File: src/rtl/sb_uart_resp.sv
// Soft 8N1 UART responder on the 8-bit system bus: TX/RX FIFOs, programmable divisor, level irq.
// Define SB_UART_LOOPBACK_EN to add the LOOP register (0x5) that routes TX back into RX.
module sb_uart_resp #(
  parameter logic [3:0]  BUS_ADDR74  = 4'b0011,
  parameter logic [15:0] DEFAULT_DIV = 16'd207,
  parameter int          FIFO_DEPTH  = 4
) (
  input  logic       clk,
  input  logic       rst,
  input  logic       sb_stbi,
  input  logic       sb_rwi,
  input  logic [7:0] sb_adri,
  input  logic [7:0] sb_dati,
  output logic [7:0] sb_dato,
  output logic       sb_acko,
  input  logic       uart_rx,
  output logic       uart_tx,
  output logic       irq
);

  localparam int PW = $clog2(FIFO_DEPTH);
  localparam logic [PW:0] FULL_LEVEL = (PW+1)'(FIFO_DEPTH);

  typedef enum logic [1:0] {TX_IDLE, TX_START, TX_DATA, TX_STOP} tx_state_t;
  typedef enum logic [1:0] {RX_IDLE, RX_START, RX_DATA, RX_STOP} rx_state_t;

  logic        done, sel, wr, rd;
  logic [3:0]  reg_adr;
  logic [7:0]  rdata;
  logic [15:0] divisor;
  logic [1:0]  irq_en;
  logic        rx_ovr, fe, tx_ovr;
  logic        loop_en;

  logic [7:0]  tx_mem [FIFO_DEPTH];
  logic [PW-1:0] tx_wp, tx_rp;
  logic [PW:0] tx_level;
  logic        tx_full, tx_empty, tx_push, tx_load, tx_idle;

  logic [7:0]  rx_mem [FIFO_DEPTH];
  logic [PW-1:0] rx_wp, rx_rp;
  logic [PW:0] rx_level;
  logic        rx_full, rx_empty, rx_pop, rx_push, rx_ovr_set;

  tx_state_t   tx_state, tx_next;
  logic [15:0] tx_tick, tx_div;
  logic [2:0]  tx_bitn;
  logic [7:0]  tx_shift;
  logic        tx_tick_end, tx_bit, tx_ser;

  rx_state_t   rx_state, rx_next;
  logic [15:0] rx_tick, rx_div, rx_half, rx_mid;
  logic [2:0]  rx_bitn;
  logic [7:0]  rx_shift;
  logic        rx_in, rx_s1, rx_s2, rx_prev, rx_fall, rx_bit_hit, rx_start_hit;
  logic        rx_done, rx_fe_set;

  assign reg_adr = sb_adri[3:0];
  assign sel     = sb_stbi && (sb_adri[7:4] == BUS_ADDR74) && !done;
  assign wr      = sel && sb_rwi;
  assign rd      = sel && !sb_rwi;

  assign tx_full    = (tx_level == FULL_LEVEL);
  assign tx_empty   = (tx_level == '0);
  assign tx_push    = wr && (reg_adr == 4'h0) && !tx_full;
  assign tx_idle    = tx_empty && (tx_state == TX_IDLE);

  assign rx_full    = (rx_level == FULL_LEVEL);
  assign rx_empty   = (rx_level == '0);
  assign rx_pop     = rd && (reg_adr == 4'h0) && !rx_empty;
  // A same-cycle bus pop frees the slot the incoming byte needs.
  assign rx_push    = rx_done && (!rx_full || rx_pop);
  assign rx_ovr_set = rx_done && rx_full && !rx_pop;

`ifdef SB_UART_LOOPBACK_EN
  assign rx_in   = loop_en ? tx_ser : uart_rx;
  assign uart_tx = loop_en ? 1'b1 : tx_ser;
`else
  assign loop_en = 1'b0;
  assign rx_in   = uart_rx;
  assign uart_tx = tx_ser;
`endif

  always_comb begin
    rdata = 8'h00;
    case (reg_adr)
      4'h0: rdata = rx_empty ? 8'h00 : rx_mem[rx_rp];
      4'h1: rdata = {2'b00, tx_ovr, fe, rx_ovr, tx_idle, !tx_full, !rx_empty};
      4'h2: rdata = divisor[7:0];
      4'h3: rdata = divisor[15:8];
      4'h4: rdata = {6'b0, irq_en};
`ifdef SB_UART_LOOPBACK_EN
      4'h5: rdata = {7'b0, loop_en};
`endif
      default: rdata = 8'h00;
    endcase
  end

  // Bus handshake: done blocks a second ack until the strobe is released.
  always_ff @(posedge clk) begin
    if (rst) begin
      done    <= 1'b0;
      sb_acko <= 1'b0;
      sb_dato <= 8'h00;
    end else begin
      if (!sb_stbi)
        done <= 1'b0;
      else if (sel)
        done <= 1'b1;
      sb_acko <= sel;
      sb_dato <= rd ? rdata : 8'h00;
    end
  end

  always_ff @(posedge clk) begin
    if (rst) begin
      divisor <= DEFAULT_DIV;
      irq_en  <= 2'b00;
      rx_ovr  <= 1'b0;
      fe      <= 1'b0;
      tx_ovr  <= 1'b0;
      irq     <= 1'b0;
    end else begin
      if (wr && reg_adr == 4'h2) divisor[7:0]  <= sb_dati;
      if (wr && reg_adr == 4'h3) divisor[15:8] <= sb_dati;
      if (wr && reg_adr == 4'h4) irq_en        <= sb_dati[1:0];
      rx_ovr <= rx_ovr_set | (rx_ovr & ~(wr && reg_adr == 4'h1 && sb_dati[3]));
      fe     <= rx_fe_set  | (fe     & ~(wr && reg_adr == 4'h1 && sb_dati[4]));
      tx_ovr <= (wr && reg_adr == 4'h0 && tx_full)
              | (tx_ovr & ~(wr && reg_adr == 4'h1 && sb_dati[5]));
      irq    <= (irq_en[0] & !rx_empty) | (irq_en[1] & tx_idle);
    end
  end

`ifdef SB_UART_LOOPBACK_EN
  always_ff @(posedge clk) begin
    if (rst)
      loop_en <= 1'b0;
    else if (wr && reg_adr == 4'h5)
      loop_en <= sb_dati[0];
  end
`endif

  always_ff @(posedge clk) begin
    if (tx_push) tx_mem[tx_wp] <= sb_dati;
    if (rx_push) rx_mem[rx_wp] <= rx_shift;
  end

  always_ff @(posedge clk) begin
    if (rst) begin
      tx_wp <= '0; tx_rp <= '0; tx_level <= '0;
      rx_wp <= '0; rx_rp <= '0; rx_level <= '0;
    end else begin
      if (tx_push) tx_wp <= tx_wp + 1'b1;
      if (tx_load) tx_rp <= tx_rp + 1'b1;
      tx_level <= tx_level + (PW+1)'(tx_push) - (PW+1)'(tx_load);
      if (rx_push) rx_wp <= rx_wp + 1'b1;
      if (rx_pop)  rx_rp <= rx_rp + 1'b1;
      rx_level <= rx_level + (PW+1)'(rx_push) - (PW+1)'(rx_pop);
    end
  end

  // TX: a byte is popped on entry to every START so frames run back to back.
  assign tx_tick_end = (tx_tick == tx_div);
  assign tx_load = !tx_empty &&
                   ((tx_state == TX_IDLE) || (tx_state == TX_STOP && tx_tick_end));

  always_ff @(posedge clk) begin
    if (rst) tx_state <= TX_IDLE;
    else     tx_state <= tx_next;
  end

  always_comb begin
    tx_next = tx_state;
    case (tx_state)
      TX_IDLE:  if (!tx_empty) tx_next = TX_START;
      TX_START: if (tx_tick_end) tx_next = TX_DATA;
      TX_DATA:  if (tx_tick_end && tx_bitn == 3'd7) tx_next = TX_STOP;
      TX_STOP:  if (tx_tick_end) tx_next = tx_empty ? TX_IDLE : TX_START;
      default:  tx_next = TX_IDLE;
    endcase
  end

  always_comb begin
    tx_bit = 1'b1;
    case (tx_state)
      TX_START: tx_bit = 1'b0;
      TX_DATA:  tx_bit = tx_shift[0];
      default:  tx_bit = 1'b1;
    endcase
  end

  always_ff @(posedge clk) begin
    if (rst) begin
      tx_tick  <= '0;
      tx_div   <= DEFAULT_DIV;
      tx_bitn  <= '0;
      tx_shift <= '0;
      tx_ser   <= 1'b1;
    end else begin
      tx_ser <= tx_bit;
      if (tx_load) begin
        tx_tick  <= '0;
        tx_div   <= divisor;
        tx_bitn  <= '0;
        tx_shift <= tx_mem[tx_rp];
      end else if (tx_state != TX_IDLE) begin
        if (tx_tick_end) begin
          tx_tick <= '0;
          if (tx_state == TX_DATA) begin
            tx_shift <= {1'b0, tx_shift[7:1]};
            tx_bitn  <= tx_bitn + 3'd1;
          end
        end else begin
          tx_tick <= tx_tick + 16'd1;
        end
      end
    end
  end

  // RX: start bit is checked at its middle, then every bit is sampled one bit time later.
  assign rx_half      = (rx_div >> 1) + {15'b0, rx_div[0]};
  assign rx_mid       = (rx_half == 16'd0) ? 16'd0 : rx_half - 16'd1;
  assign rx_fall      = rx_prev && !rx_s2;
  assign rx_bit_hit   = (rx_tick == rx_div);
  assign rx_start_hit = (rx_tick == rx_mid);

  always_ff @(posedge clk) begin
    if (rst) rx_state <= RX_IDLE;
    else     rx_state <= rx_next;
  end

  always_comb begin
    rx_next = rx_state;
    case (rx_state)
      RX_IDLE:  if (rx_fall) rx_next = RX_START;
      RX_START: if (rx_start_hit) rx_next = rx_s2 ? RX_IDLE : RX_DATA;
      RX_DATA:  if (rx_bit_hit && rx_bitn == 3'd7) rx_next = RX_STOP;
      RX_STOP:  if (rx_bit_hit) rx_next = RX_IDLE;
      default:  rx_next = RX_IDLE;
    endcase
  end

  always_comb begin
    rx_done   = 1'b0;
    rx_fe_set = 1'b0;
    if (rx_state == RX_STOP && rx_bit_hit) begin
      rx_done   = 1'b1;
      rx_fe_set = !rx_s2;
    end
  end

  always_ff @(posedge clk) begin
    if (rst) begin
      rx_s1    <= 1'b1;
      rx_s2    <= 1'b1;
      rx_prev  <= 1'b1;
      rx_tick  <= '0;
      rx_div   <= DEFAULT_DIV;
      rx_bitn  <= '0;
      rx_shift <= '0;
    end else begin
      rx_s1   <= rx_in;
      rx_s2   <= rx_s1;
      rx_prev <= rx_s2;
      case (rx_state)
        RX_IDLE: begin
          rx_tick <= '0;
          if (rx_fall) rx_div <= divisor;
        end
        RX_START: begin
          rx_bitn <= '0;
          rx_tick <= rx_start_hit ? 16'd0 : rx_tick + 16'd1;
        end
        RX_DATA: begin
          if (rx_bit_hit) begin
            rx_tick  <= '0;
            rx_shift <= {rx_s2, rx_shift[7:1]};
            rx_bitn  <= rx_bitn + 3'd1;
          end else begin
            rx_tick <= rx_tick + 16'd1;
          end
        end
        default: rx_tick <= rx_tick + 16'd1;
      endcase
    end
  end

endmodule

File: config.mk
export PLATFORM = sky130hd
export DESIGN_NAME = sb_uart_resp
export DESIGN_NICKNAME = d
export VERILOG_FILES = /design/src/rtl/sb_uart_resp.sv
export SDC_FILE = /design/constraint.sdc
export NUM_CORES = 1
export LEC_CHECK = 0
export BUFFER_PORTS_ARGS = -buffer_cell sky130_fd_sc_hd__buf_2
export CORE_ASPECT_RATIO = 0.8
export CORE_MARGIN = 5
export CORE_UTILIZATION = 60
export CTS_CLUSTER_SIZE = 40
export DETAILED_ROUTE_END_ITERATION = 10
export MAX_ROUTING_LAYER = met4
export PLACE_DENSITY_LB_ADDON = 0.1
export SLEW_MARGIN = 10
export SYNTH_ARGS = -nofsm -noshare
export SYNTH_HDL_FRONTEND = slang
export SYNTH_SLANG_ARGS = --single-unit
File: constraint.sdc
create_clock -name clk -period 4.48 [get_ports clk]
set_clock_uncertainty 0.15 [all_clocks]
set_input_delay 0 -clock clk [delete_from_list [all_inputs] [get_ports clk]]
set_output_delay 0 -clock clk [all_outputs]
set_load 0.05 [all_outputs]
==> flow_summary_export.csv <==
group,metric,value,unit
synth,synth.distinct_cells,84,
placement,io_buffers,31,
pwr,p_per_area,397.3,nW/um2
sta,period_minus_slack,4.077,ns
grt,track_usage,0.2371,
clock_tree,hold_buffers,20,
synth,yosysWarnings,0,
sta,worstMarginPinSlew,1.032,ns
sta,tns,0,ns
worst_setup_path,cp_slowest_stage_delay,0.46,ns
sta,slew_violations,0,
finish,finalNetCount,1080,
synth,yosys_most_used_dff,"dfxtp_1",
worst_setup_path,slowest_stage,"nor4b_2",
sta,hold_slack,0.08528,ns
finish,final_cells,1265,
sta,setup-violations-final,0,
sta,finalCritPeriodShare,0.9100,
worst_setup_path,crit_buf_inv,1,
finish,fin_util,0.6812,
clock_tree,cts_tree,"yes",
synth,async_flop_share,0,
worst_setup_path,cp_max_fo,17,
route,vias,7334,
clock_tree,clock-sinks,208,
status,status,"completed",
worst_setup_path,crit_arrival,4.28,ns
die,num_rows,42,
synth,synth_fp_nets,1063,
die,fp.dieArea,19940,um2
clock_tree,cts_setup_buffers,0,
job,drv_cap,0,
clock_tree,post_cts_resized,0,
die,core,16710,um2
clock_tree,clock-root-buffer,"clkbuf_16",
finish,layout_commonest_cell,"dfxtp_1",
synth,synth_edf_count,64,
route,avgRoutedWirePerCell,17.79,um
pwr,ir_drop,0.4292,mV
clock_tree,clk_pin_slew_worst_paths,0.06,ns
finish,diodes,0,
synth,ys_seq_area_frac,0.4655,
worst_setup_path,crit_family,"compound AO/OA/AOI/OAI gates",
grt,antenna_found_initial,0,
hold_path,hold_path_class,"in -> reg",
die,fp.dieH,127.3,um
sta,slew_headroom,0.3103,
clock_tree,clockBufferDepth,3,
route,post-route-drc-count,0,
placement,dp_cells,1207,
sta,grt_setup_unrepaired,"no",
placement,dpl.hpwl,15610,um
route,viasPerCell,5.798,
grt,grt_pass1_vias,7136,
synth,synth-seq-cells,208,
grt,grt.overflow.total,0,
worst_setup_path,crit_required,4.68,ns
finish,mostFrequentLayoutCells,"dfxtp_1, nor2_1, nand2_1",
synth,synth_area,10320,um2
die,ios,32,
die,initial_core_util,0.6177,
worst_setup_path,crit_path_end_kind,"flip-flop",
die,die_w,156.6,um
worst_setup_path,crit_chain,"ha_1, ha_1, nand3_2, nor4b_2, nand3_1, a211o_1, o211a_1, a211oi_2, o221ai_2, o41ai_4, buf_4, a21oi_1",
worst_setup_path,critPathKind,"reg -> reg",
finish,final_layout_size_suffix_gt1_frac,0.1254,
grt,grt_pass1_wl,37400,um
pwr,p_leak,0.003953,uW
synth,synth_cells,1013,
grt,grt_max_degree,55,
placement,gp_congestion,0.8897,
route,wl,22510,um
clock_tree,numCtsBuffers,21,
route,ant_nets,0,
clock_tree,clk_latency,0.50,ns
finish,syn_to_final_growth,10.28,%
route,drt_iter0_markers,473,
worst_setup_path,critPathMostFrequentCell,"ha_1",
sta,timing.fmax,245.3,MHz
sta,hold_viol,0,
route,drtPass1Iterations,6,
clock_tree,cts_max_level,1,
synth,avgSynthCellArea,10.19,um2
worst_setup_path,crit_path_start_kind,"flip-flop",
==> worst paths after layout <==
path / from / endpoint / slack (ns) / cells after the start
max: rx_div[1] / rx_tick[2] / 0.40 / 12
min: uart_rx / rx_s1 / 0.09 / 3
max reg2reg: rx_div[1] / rx_tick[2] / 0.40 / 12
min reg2reg: rx_s1 / rx_s2 / 0.28 / 1
==> worst register-to-register path, stage by stage, from the launching register on <==
cell,delay [ns]
dfxtp_1,0.37
ha_1,0.36
ha_1,0.37
nand3_2,0.21
nor4b_2,0.46
nand3_1,0.18
a211o_1,0.40
o211a_1,0.26
a211oi_2,0.26
o221ai_2,0.17
o41ai_4,0.33
buf_4,0.30
a21oi_1,0.11
==> power by group <==
| group | total [uW] | switching [uW] | internal (uW) | leakage [uW] |
|---|---|---|---|---|
| combinational | 776 | 448 | 328 | 0.00189 |
| clock | 1660 | 735 | 929 | 0.000316 |
| sequential | 2080 | 77.4 | 2010 | 0.00175 |
| total | 4520 | 1260 | 3260 | 0.00395 |
==> cell type report <==
type	instances	area, um2
Multi-Input combinational cell	713	5126
Timing Repair Buffer	62	437.9
Inverter	24	90.09
Fill cell	1305	5328
Clock buffer	31	593.1
Sequential cell	208	4805
Clock inverter	7	56.30
Tap cell	220	275.3
==> layer usage <==
layer | GRT usage | vias to the layer above | share of wire
li1 | - | 3610 | -
met1 | 0.3599 | 3533 | 0.51
met2 | 0.3391 | 154 | 0.43
met3 | 0.03313 | 37 | 0.043
met4 | 0.05306 | 0 | 0.022
met5 | - | - | 0
==> kinds of logic after synthesis <==
| group | synth area share |
|---|---|
| AOI/OAI and AO/OA | 0.09067 |
| xor gates and xnor gates | 0.09030 |
| adders and majority gates | 0.03661 |
| buffers and inverters | 0.03867 |
| DFF | 0.4655 |
| muxes | 0.09952 |
| and+or+nand+nor | 0.1788 |
==> cells in the mapped netlist, drive strengths merged, types with 4 or more instances <==
library cell / n / share of area
nor3: 19 / 0.0097
a211oi: 7 / 0.0061
xnor2: 74 / 0.064
ha: 27 / 0.033
edfxtp: 64 / 0.19
nand2b: 5 / 0.0038
mux4: 16 / 0.035
and3: 11 / 0.0067
nor2: 124 / 0.045
clkbuf: 43 / 0.016
buf: 25 / 0.014
nor4: 10 / 0.0073
nand3: 33 / 0.016
nor4b: 4 / 0.0040
mux2i: 61 / 0.059
nand4: 25 / 0.016
a21oi: 49 / 0.027
o21ai: 15 / 0.0084
or3: 10 / 0.0061
dfxtp: 144 / 0.28
a22o: 4 / 0.0034
inv: 24 / 0.0087
nor2b: 10 / 0.0061
and2: 10 / 0.0061
and4: 4 / 0.0036
xor2: 29 / 0.025
a22oi: 9 / 0.0065
nand2: 88 / 0.032
mux2: 5 / 0.0055
nor3b: 5 / 0.0036
or2: 6 / 0.0036
==> registers in the layout (all words and copies together) (netlist names), 8 cells and up, named ones only <==
signal,cells
divisor,16
rx_tick,16
rx_div,16
tx_div,16
sb_dato,8
tx_shift,8
tx_mem,32
rx_shift,8
rx_mem,32
tx_tick,16
==> through the flow <==
step	setup WS [ns]	cell area, um2	total power (uW)
final	0.4032	11380	4523
after detailed placement	0.4240	10530	2883
after floorplan	0.7947	10320	2705
after CTS	0.4091	11380	4542
after global placement	0.5268	10530	2867
after global routing	0.1340	11380	4740
No activity file was read; power rests on OpenSTA's default activity.
